### config.mk
export PLATFORM = sky130hd
export DESIGN_NAME = vector_issue_sequencer
export DESIGN_NICKNAME = d
export VERILOG_FILES = /design/src/rtl/vector_pkg.sv /design/src/rtl/vector_scoreboard.sv /design/src/rtl/vector_issue_sequencer.sv
export SDC_FILE = /design/constraint.sdc
export NUM_CORES = 1
export LEC_CHECK = 0
export ABC_AREA = 1
export BUFFER_PORTS_ARGS = -buffer_cell sky130_fd_sc_hd__buf_2
export CAP_MARGIN = 5
export CELL_PAD_IN_SITES_DETAIL_PLACEMENT = 1
export CELL_PAD_IN_SITES_GLOBAL_PLACEMENT = 1
export CORE_UTILIZATION = 27
export DETAILED_ROUTE_END_ITERATION = 10
export PLACE_DENSITY_LB_ADDON = 0.12
export SETUP_SLACK_MARGIN = 0.05
export SLEW_MARGIN = 25
export SYNTH_ARGS = -nofsm -noshare
export SYNTH_HDL_FRONTEND = slang
export SYNTH_SLANG_ARGS = --single-unit
### constraint.sdc
create_clock -name clk -period 1.15 [get_ports clk]
set_input_delay 0.23 -clock clk [delete_from_list [all_inputs] [get_ports clk]]
set_output_delay 0.23 -clock clk [all_outputs]
set_load 0.02 [all_outputs]
### src/rtl/vector_pkg.sv
// vector_pkg: shared beat count, register/op widths and FSM encoding for the vector issue sequencer
package vector_pkg;
  localparam int BEATS = 4;
  localparam int IDX_W = $clog2(BEATS);
  localparam int REG_W = 3;
  localparam int NREG = 1 << REG_W;
  localparam int OP_W = 4;
  typedef enum logic {IDLE = 1'b0, ISSUE = 1'b1} state_t;
endpackage

### src/rtl/vector_scoreboard.sv
// vector_scoreboard: per-register busy bits and RAW/WAW hazard detect (compiled only with VSEQ_SCOREBOARD_EN)
module vector_scoreboard import vector_pkg::*; (
  input  logic             clk,
  input  logic             rst_n,
  input  logic             set_en,
  input  logic [REG_W-1:0] set_vd,
  input  logic             clr_en,
  input  logic [REG_W-1:0] clr_vd,
  input  logic             chk_en,
  input  logic [REG_W-1:0] vs1,
  input  logic [REG_W-1:0] vs2,
  input  logic [REG_W-1:0] vd,
  output logic [NREG-1:0]  busy,
  output logic             hazard
);
`ifdef VSEQ_SCOREBOARD_EN
  logic [NREG-1:0] set_mask, clr_mask;
  assign set_mask = set_en ? NREG'(1) << set_vd : '0;
  assign clr_mask = clr_en ? NREG'(1) << clr_vd : '0;
  // set is applied after clear so a same-cycle set wins
  always_ff @(posedge clk or negedge rst_n)
    if (!rst_n) busy <= '0;
    else busy <= (busy & ~clr_mask) | set_mask;
  assign hazard = chk_en && (busy[vs1] || busy[vs2] || busy[vd]);
`else
  logic unused;
  assign unused = ^{clk, rst_n, set_en, set_vd, clr_en, clr_vd, chk_en, vs1, vs2, vd};
  assign busy = '0;
  assign hazard = 1'b0;
`endif
endmodule

### src/rtl/vector_issue_sequencer.sv
// vector_issue_sequencer: splits each vector instruction into 4 element beats with memory grant gating
// Optional register scoreboard hazard blocking enabled by VSEQ_SCOREBOARD_EN.
module vector_issue_sequencer import vector_pkg::*; (
  input  logic             clk,
  input  logic             rst_n,
  input  logic             in_valid,
  output logic             in_ready,
  input  logic [OP_W-1:0]  in_alu_op,
  input  logic [REG_W-1:0] in_vd,
  input  logic [REG_W-1:0] in_vs1,
  input  logic [REG_W-1:0] in_vs2,
  input  logic             in_reg_write,
  input  logic             in_mem_read,
  input  logic             in_mem_write,
  input  logic             in_tipo,
  output logic             beat_valid,
  input  logic             ex_ready,
  output logic [OP_W-1:0]  beat_alu_op,
  output logic [REG_W-1:0] beat_vd,
  output logic [IDX_W-1:0] beat_idx,
  output logic             beat_last,
  output logic             beat_reg_write,
  output logic             mem_req,
  output logic             mem_we,
  input  logic             mem_gnt,
  input  logic             wb_valid,
  input  logic [REG_W-1:0] wb_vd,
  output logic [NREG-1:0]  busy
);
  state_t state, state_nx;
  logic mem_read, mem_write, hazard, start, xfer;
  assign in_ready = (state == IDLE) && !hazard;
  assign start = in_valid && in_ready && in_tipo;
  assign beat_valid = (state == ISSUE);
  assign mem_req = beat_valid && (mem_read || mem_write);
  assign mem_we = mem_req && mem_write;
  assign xfer = beat_valid && ex_ready && (!mem_req || mem_gnt);
  assign beat_last = beat_valid && (beat_idx == IDX_W'(BEATS - 1));
  always_comb begin
    state_nx = state;
    if (state == IDLE) state_nx = start ? ISSUE : IDLE;
    else state_nx = (xfer && beat_last) ? IDLE : ISSUE;
  end
  always_ff @(posedge clk or negedge rst_n)
    if (!rst_n) state <= IDLE;
    else state <= state_nx;
  always_ff @(posedge clk or negedge rst_n)
    if (!rst_n) begin
      beat_alu_op <= '0;
      beat_vd <= '0;
      beat_idx <= '0;
      beat_reg_write <= 1'b0;
      mem_read <= 1'b0;
      mem_write <= 1'b0;
    end else if (start) begin
      beat_alu_op <= in_alu_op;
      beat_vd <= in_vd;
      beat_idx <= '0;
      beat_reg_write <= in_reg_write;
      mem_read <= in_mem_read;
      mem_write <= in_mem_write;
    end else if (xfer) beat_idx <= beat_idx + 1'b1;
  vector_scoreboard u_sb (
    .clk(clk),
    .rst_n(rst_n),
    .set_en(start && in_reg_write),
    .set_vd(in_vd),
    .clr_en(wb_valid),
    .clr_vd(wb_vd),
    .chk_en(in_tipo),
    .vs1(in_vs1),
    .vs2(in_vs2),
    .vd(in_vd),
    .busy(busy),
    .hazard(hazard)
  );
endmodule

==> results.sh, run 1 <==
export IMPL_r2r_worst_path_cells=4
export IMPL_cp_arrival_ps=1060
export IMPL_wl_per_cell_microns=11.1
export IMPL_fin_ws_ps=-143
export IMPL_placedInstanceArea_sq_um=840
export IMPL_maxCapViolations=0
export IMPL_cp_slowest_cell="dfrtp_1"
export IMPL_p_leak_nw=0.552
export IMPL_core_area_sq_um=2480
export IMPL_initial_core_util_pct=28.7
export IMPL_setup_viol=6
export IMPL_grt_pass1_vias=566
export IMPL_total_power_w=0.00246
export IMPL_cts_max_level=1
export IMPL_rsz0062_at_grt="true"
export IMPL_path_depth=4
export IMPL_dp_cells=136
export IMPL_antenna_cells=0
export IMPL_violations="setup timing"
export IMPL_cts_root_buf="clkbuf_4"
export IMPL_wl_microns=1630
export IMPL_hold_class="input port to flop"
export IMPL_layout_commonest_cell="buf_2"
export IMPL_synth_seq_cells=13
export IMPL_grt_max_degree=14
export IMPL_worst_path_max_fanout=2
export IMPL_yosysUniqueCellTypes=17
export IMPL_gp_congestion=0.690
export IMPL_drt_iter0_drc=2
export IMPL_fp_dieW_microns=53.4
export IMPL_num_vias=619
export IMPL_ios=49
export IMPL_crit_required_ps=920
export IMPL_die_area_sq_um=2850
export IMPL_final_hold_violation_count=0
export IMPL_syn_area_per_cell_sq_um=9.01
export IMPL_die_y_microns=53.4
export IMPL_post_route_period_util_pct=112
export IMPL_powerDensity_nw_per_um2=2520
export IMPL_hpwlAfterDp_microns=1040
export IMPL_nets=145
export IMPL_yosys_warnings=0
export IMPL_start_kind="flop"
export IMPL_crit_chain="ha_2 -> nand2_1 -> inv_1 -> buf_6"
export IMPL_max_freq_mhz=774
export IMPL_clock_latency_ps=280
export IMPL_drcViolationCount=0
export IMPL_crit_type="flop to output pin"
export IMPL_first_pass_iters=4
export IMPL_rows=18
export IMPL_syn_to_final_growth_pct=36.9
export IMPL_cpLargestDelayFamily="flip-flops"
export IMPL_cts_buffers=3
export IMPL_finClkSkew_ps=1.94
export IMPL_clock_sinks=13
export IMPL_grt_overflow=0
export IMPL_status="finished with violations"
export IMPL_grtUsageTotal_pct=13.3
export IMPL_fin_crit_ps=1290
export IMPL_cp_buffers_inverters=2
export IMPL_final_cell_mix="buf_2 (25), nand2_1 (16), inv_1 (16), dfrtp_1 (12), o21ai_2 (9)"
export IMPL_antenna_found_initial=0
export IMPL_cts_tree="done"
export IMPL_utilization_pct=39.3
export IMPL_fin_area_sq_um=975
export IMPL_report_final_slew_viol_count=0
export IMPL_grt_pass1_wl_microns=2560
export IMPL_vdd_drop_max_v=0.000962
export IMPL_whs_path_depth=3
export IMPL_cts_buffer_depth=2
export IMPL_cp_end_kind="output pin"
export IMPL_seq_area_frac_synth_pct=45.7
export IMPL_layout_drive_gt1_share_pct=48.7
export IMPL_io_buffers=30
export IMPL_tns_ps=-418
export IMPL_clkTransAtPathRegs_ps=70
export IMPL_viasPerCell=4.21
export IMPL_cpPeakStageDelay_ps=390
export IMPL_netlist_instances=79
export IMPL_final_antenna_net_count=0
export IMPL_fin_cells=147
export IMPL_syn_area_sq_um=712
## where the power goes
part | internal [W] | total [W] | switching (W)
Sequential | 0.000683 | 0.000826 | 0.000143
Combinational | 0.000558 | 0.00135 | 0.000794
Clock | 0.000135 | 0.000282 | 0.000147
## flip-flops by register name (all words and copies together) (netlist names)
register / flops
mem_write: 1
beat_idx: 2
mem_read: 1
beat_reg_write: 1
beat_vd: 3
beat_valid: 1
beat_alu_op: 4
## worst reg2reg max path, cell delays in order, from the launching register on
cell     delay [ps]
dfrtp_2         450
inv_4           130
nand3_4         200
nand2_2         120
o21ai_2          50
## metrics by stage
stage               worst slack [ps]  hold slack [ps]
floorplan                       55.9            -65.6
global placement               -40.8              139
detailed placement             -50.3              139
CTS                             -165              178
global route                    -195              174
finish                          -143              179
## cell type report
cell class / count / area, sq um
Tap cell: 30 / 37.5
Clock buffer: 4 / 26.3
Timing Repair Buffer: 35 / 218
Multi-Input combinational cell: 48 / 300
Inverter: 17 / 66.3
Sequential cell: 13 / 327
Fill cell: 318 / 1500
## what timing repair did
action / in CTS / in global routing
gates cloned: 1 / 1
setup endpoints to repair: 18 / 15
pin swaps: 1 / 5
gates resized for setup: 11 / 3
buffers inserted: 3 / 1
hold endpoints to repair: 13 / 0
hold buffers: 1 / 0
## cell usage after synthesis
| cell type | number | area share (%) |
|---|---|---|
| o21ai_1 | 1 | 0.70 |
| conb_1 | 1 | 0.53 |
| ha_1 | 1 | 1.8 |
| inv_1 | 16 | 8.4 |
| clkbuf_8 | 1 | 1.9 |
| nor2_1 | 2 | 1.1 |
| dfrtp_1 | 13 | 46 |
| buf_12 | 1 | 2.8 |
| nand3_4 | 1 | 2.5 |
| nand3_1 | 4 | 2.8 |
| a21oi_1 | 1 | 0.70 |
| buf_4 | 8 | 8.4 |
| nand4_1 | 1 | 0.88 |
| nand2_1 | 17 | 9.0 |
| a21oi_2 | 2 | 2.5 |
| inv_2 | 1 | 0.53 |
| o21ai_2 | 8 | 9.8 |
## routing by layer
| metal | routed length (microns) | up-vias | track usage [%] | part of all wire [%] |
|---|---|---|---|---|
| met3 | 91 | 2 | 5.17 | 5.6 |
| li1 | - | 305 | - | - |
| met5 | 0 | - | 0 | 0 |
| met2 | 866 | 20 | 22.5 | 53 |
| met1 | 656 | 292 | 14.7 | 40 |
| met4 | 16 | 0 | 5.26 | 0.98 |
## cells by family after synthesis
kind of cell    share of synthesized area [%]
compound gates                           13.7
buf+inv                                  22.1
simple gates                             16.2
fa+ha+maj                                1.76
other cells                             0.527
flops                                    45.7
## path summary, 6_finish.rpt
check                                     from              to  slack (ps)
max in group asynchronous                rst_n      beat_valid         510
worst max-delay path               beat_idx[0]       beat_last        -140
min in group asynchronous                rst_n        mem_read         390
worst min-delay path                  in_vd[2]      beat_vd[2]         180
worst max register to register      beat_valid      beat_vd[0]          90
worst min register to register  beat_alu_op[3]  beat_alu_op[3]         490
(Power assumes the default switching activity.)
==> run 2: changes to the inputs <==
--- a/config.mk
+++ b/config.mk
@@ -10,6 +10,7 @@
 export CAP_MARGIN = 5
 export CELL_PAD_IN_SITES_DETAIL_PLACEMENT = 1
 export CELL_PAD_IN_SITES_GLOBAL_PLACEMENT = 1
+export CORE_MARGIN = 2
 export CORE_UTILIZATION = 27
 export DETAILED_ROUTE_END_ITERATION = 10
 export PLACE_DENSITY_LB_ADDON = 0.12
==> run 2 against run 1 <==
  * The flow still finishes with violations (setup timing)
  * Sequential power barely moved
  * Global-route usage fell by 2.4 points
  * Wire length rose by 0.18%
  * Count of clock-buffer cells in the layout did not move
  * Register-to-register slack improved by 20 ps
  * Worst setup slack got worse by 21 ps
  * Critical path depth did not move
  * Final area rose by 1.5%
  * First-iteration DRC count rose to 4.5 times the previous value
  * Power rose by 1.9%
  * Die area rose by 7.6%
==> results.sh, run 2 (synthesis gave the netlist of run 1 again) <==
export IMPL_grt_overflow=0
export IMPL_grt_pass1_wl_microns=2570
export IMPL_fp_dieW_microns=55.4
export IMPL_reg_top3="beat_alu_op: 4 flops, beat_vd: 3 flops, beat_idx: 2 flops"
export IMPL_hpwlAfterDp_microns=1080
export IMPL_start_kind="flop"
export IMPL_violations="setup timing"
export IMPL_finClkSkew_ps=0.672
export IMPL_rsz0062_at_grt="true"
export IMPL_wl_microns=1630
export IMPL_report_final_slew_viol_count=0
export IMPL_grt_pass1_vias=558
export IMPL_gp_congestion=0.677
export IMPL_fin_area_sq_um=990
export IMPL_die_area_sq_um=3060
export IMPL_cts_max_level=1
export IMPL_powerDensity_nw_per_um2=2530
export IMPL_cp_end_kind="output pin"
export IMPL_antenna_found_initial=0
export IMPL_top_register="beat_alu_op"
export IMPL_die_y_microns=55.4
export IMPL_nets=146
export IMPL_grtUsageTotal_pct=10.9
export IMPL_ios=49
export IMPL_initial_core_util_pct=28.7
export IMPL_io_buffers=30
export IMPL_cp_arrival_ps=1080
export IMPL_layout_drive_gt1_share_pct=50.0
export IMPL_post_route_period_util_pct=114
export IMPL_fin_ws_ps=-163
export IMPL_setup_viol=6
export IMPL_first_pass_iters=3
export IMPL_clkTransAtPathRegs_ps=80
export IMPL_final_cell_mix="buf_2 (24), nand2_1 (17), inv_1 (15), dfrtp_1 (12), o21ai_2 (9)"
export IMPL_largest_register_ffs=4
export IMPL_vdd_drop_max_v=0.00131
export IMPL_maxCapViolations=0
export IMPL_dp_slack_ps=-35.5
export IMPL_crit_type="flop to output pin"
export IMPL_cts_tree="done"
export IMPL_p_leak_nw=0.558
export IMPL_wl_per_cell_microns=11.0
export IMPL_core_area_sq_um=2480
export IMPL_drcViolationCount=0
export IMPL_viasPerCell=4.08
export IMPL_cts_root_buf="clkbuf_4"
export IMPL_final_antenna_net_count=0
export IMPL_final_hold_violation_count=0
export IMPL_hold_class="input port to flop"
export IMPL_rows=18
export IMPL_max_freq_mhz=761
export IMPL_num_vias=604
export IMPL_cts_buffer_depth=2
export IMPL_syn_to_final_growth_pct=39.0
export IMPL_antenna_cells=0
export IMPL_status="finished with violations"
export IMPL_clock_sinks=13
export IMPL_nFillCells=319
export IMPL_clock_latency_ps=270
export IMPL_worst_path_max_fanout=2
export IMPL_layout_commonest_cell="buf_2"
export IMPL_grt_max_degree=14
export IMPL_drt_iter0_drc=9
export IMPL_placedInstanceArea_sq_um=840
export IMPL_fin_crit_ps=1310
export IMPL_cts_buffers=3
export IMPL_crit_required_ps=920
-- run 2: layout make-up --
class	instances	area [sq um]	area share, %
inverters	17	66.3	6.70
well taps	30	37.5	3.79
flip-flops and latches	13	327	33.0
repair buffers	36	235	23.8
multi-input cells	48	298	30.1
clock buffers	4	26.3	2.65
-- run 2: worst max-delay path: stages (launching register included) --
cell	delay, ps
dfrtp_1	400
ha_2	200
nand2_1	60
inv_1	40
buf_6	120
-- run 2: layer usage --
metal	up-vias	global-route usage [%]	routed length, microns
met2	22	19.2	834
li1	307	-	-
met4	0	2.09	10
met5	-	0	0
met3	2	4.45	106
met1	273	12.5	681
-- run 2: stage by stage --
step           hold slack (ps)  setup TNS (ps)  std cells  util [%]  total power [W]
3_3_place_gp               141           -70.0        136      33.9          0.00195
2_1_floorplan            -65.6               0         86         -          0.00164
3_5_place_dp               136            -129        136      33.9          0.00198
4_1_cts                    182            -571        145      38.4          0.00247
5_1_grt                    177            -849        148      39.9          0.00270
6_report                   192            -475        148      39.9          0.00251
-- run 2: final timing paths --
path | from | endpoint | slack (ps) | depth (start not counted)
setup / recovery | beat_idx[0] | beat_last | -160 | 4
hold / removal | in_alu_op[3] | beat_alu_op[3] | 190 | 3
setup reg to reg | beat_valid | beat_vd[2] | 110 | 4
hold reg to reg | beat_reg_write | beat_reg_write | 490 | 2
max in group asynchronous | rst_n | beat_valid | 540 | 2
min in group asynchronous | rst_n | beat_idx[1] | 370 | 2
-- run 2: where the power goes --
group          internal (W)  switching (W)  total (W)
combinational      0.000595       0.000805    0.00140
clock              0.000134       0.000146   0.000280
sequential         0.000684       0.000143   0.000827
total               0.00141        0.00109    0.00251
-- run 2: timing repair --
item | 4_1_cts | 5_1_grt
pin swaps | 1 | 1
resized for setup | 13 | 5
endpoints found under the setup margin | 18 | 10
gates cloned | 1 | 1
endpoints found under the hold margin | 13 | 0
buffers inserted | 3 | 4
hold buffers | 1 | 0
==> run 3: changes to the inputs <==
--- a/config.mk
+++ b/config.mk
@@ -13,8 +13,10 @@
 export CORE_MARGIN = 2
 export CORE_UTILIZATION = 27
 export DETAILED_ROUTE_END_ITERATION = 10
+export GPL_ROUTABILITY_DRIVEN = 1
 export PLACE_DENSITY_LB_ADDON = 0.12
 export SETUP_SLACK_MARGIN = 0.05
+export SKIP_CTS_REPAIR_TIMING = 1
 export SLEW_MARGIN = 25
 export SYNTH_ARGS = -nofsm -noshare
 export SYNTH_HDL_FRONTEND = slang
==> run 3 against run 2 <==
  * The run still ends with setup timing left
  * Flip-flop and latch count is the same
  * Sequential share of layout area unchanged
  * Critical path type unchanged
  * Critical endpoint unchanged
  * Hold slack worse by 1.2 ps
==> results.sh, run 3 (synthesis gave the netlist of run 1 again) <==
export IMPL_pwr_share_clk_pct=11.3
export IMPL_syn_to_final_growth_pct=39.0
export IMPL_viasPerCell=4.10
export IMPL_status="finished with violations"
export IMPL_grt_max_degree=24
export IMPL_finClkSkew_ps=0.744
export IMPL_setup_viol=5
export IMPL_num_vias=611
export IMPL_maxCapViolations=0
export IMPL_fp_dieW_microns=55.4
export IMPL_report_final_slew_viol_count=0
export IMPL_vdd_drop_max_v=0.00132
export IMPL_gp_congestion=0.677
export IMPL_top_register="beat_alu_op"
export IMPL_worst_path_max_fanout=4
export IMPL_final_hold_violation_count=0
export IMPL_start_kind="flop"
export IMPL_reg2reg_slack_ps=110
export IMPL_critPathLaunch="beat_idx[0]"
export IMPL_fin_crit_ps=1330
export IMPL_cp_arrival_ps=1100
export IMPL_antenna_found_initial=0
export IMPL_wl_per_cell_microns=11.3
export IMPL_clock_latency_ps=270
export IMPL_powerDensity_nw_per_um2=2520
export IMPL_whs_path_depth=3
export IMPL_initial_core_util_pct=28.7
export IMPL_hold_class="input port to flop"
export IMPL_sequentialPowerShare_pct=33.5
export IMPL_layout_commonest_cell="buf_2"
export IMPL_r2r_worst_path_cells=4
export IMPL_cp_end_kind="output pin"
export IMPL_cts_tree="done"
export IMPL_final_cell_mix="buf_2 (24), nand2_1 (17), inv_1 (16), dfrtp_1 (12), o21ai_2 (9)"
export IMPL_total_power_w=0.00250
export IMPL_cts_buffers=3
export IMPL_cts_buffer_depth=2
export IMPL_clock_sinks=13
export IMPL_cts_root_buf="clkbuf_4"
export IMPL_tns_ps=-537
export IMPL_power_switching_w=0.00110
export IMPL_post_route_period_util_pct=116
export IMPL_fin_ws_ps=-181
export IMPL_grt_pass1_wl_microns=2180
export IMPL_final_antenna_net_count=0
export IMPL_nets=147
export IMPL_crit_type="flop to output pin"
export IMPL_first_pass_iters=2
export IMPL_reg_top3="beat_alu_op: 4 flops, beat_vd: 3 flops, beat_idx: 2 flops"
export IMPL_rows=18
export IMPL_internal_power_w=0.00140
export IMPL_min_from="in_reg_write"
export IMPL_core_area_sq_um=2480
export IMPL_wl_microns=1690
export IMPL_cts_max_level=1
export IMPL_die_y_microns=55.4
export IMPL_comb_power_share_pct=55.2
export IMPL_rsz0062_at_grt="true"
export IMPL_antenna_cells=0
export IMPL_largest_register_ffs=4
export IMPL_drt_iter0_drc=7
export IMPL_grtUsageTotal_pct=9.29
export IMPL_violations="setup timing"
export IMPL_grt_pass1_vias=486
export IMPL_max_freq_mhz=751
export IMPL_crit_required_ps=920
export IMPL_ios=49
export IMPL_hpwlAfterDp_microns=1080
export IMPL_layout_drive_gt1_share_pct=48.7
export IMPL_grt_overflow=0
export IMPL_drcViolationCount=0
export IMPL_r2r_start="beat_valid"
export IMPL_p_leak_nw=0.559
export IMPL_io_buffers=30
export IMPL_die_area_sq_um=3060
export IMPL_clkTransAtPathRegs_ps=80
export IMPL_sw_frac_of_total_pct=43.9
-- run 3: cell count changes in the layout (fill, tap and decap cells not counted), sizes merged --
cell / previous run / this run
nand3: 7 / 8
-- run 3: metal layers --
layer	GRT usage (%)	routed length [microns]	vias up
met2	15.6	852	22
met3	4.68	114	2
met4	2.09	11	0
met1	10.5	706	279
met5	0	0	-
li1	-	-	308
-- run 3: stage by stage --
stage / cell area (sq um) / util (%) / worst slack, ps / hold WS (ps) / cells
after floorplan: 746 / - / 55.9 / -65.6 / 86
after CTS: 866 / 34.9 / -260 / -167 / 140
after global routing: 990 / 39.9 / -270 / 179 / 149
after detailed placement: 840 / 33.9 / -35.5 / 136 / 136
after global placement: 840 / 33.9 / -28.6 / 141 / 136
final: 990 / 39.9 / -181 / 191 / 149
-- run 3: layout make-up --
class / count / area (sq um)
tap: 30 / 37.5
fill: 318 / 1490
timing repair buffer: 36 / 228
sequential: 13 / 327
inverter: 17 / 66.3
clock buffer: 4 / 26.3
multi-input combinational: 49 / 305
-- run 3: critical path, stage by stage (launching register included) --
cell and delay [ps]:
dfrtp_1 420, ha_2 190, nand2_1 50, inv_1 40, buf_6 120
-- run 3: path summary, 6_finish.rpt --
check                                 endpoint
worst min-delay path            beat_reg_write
max in group asynchronous           beat_valid
worst min register to register  beat_reg_write
worst max-delay path                 beat_last
min in group asynchronous          beat_idx[1]
worst max register to register     beat_idx[1]
-- run 3: power by group through the flow --
stage / Combinational, W / Clock, W / Sequential, W
2_1_floorplan: 0.000577 / 0 / 0.00106
3_3_place_gp: 0.00112 / 0 / 0.000832
3_5_place_dp: 0.00114 / 0 / 0.000842
4_1_cts: 0.00113 / 0.000301 / 0.000835
5_1_grt: 0.00150 / 0.000332 / 0.000872
6_report: 0.00138 / 0.000283 / 0.000837
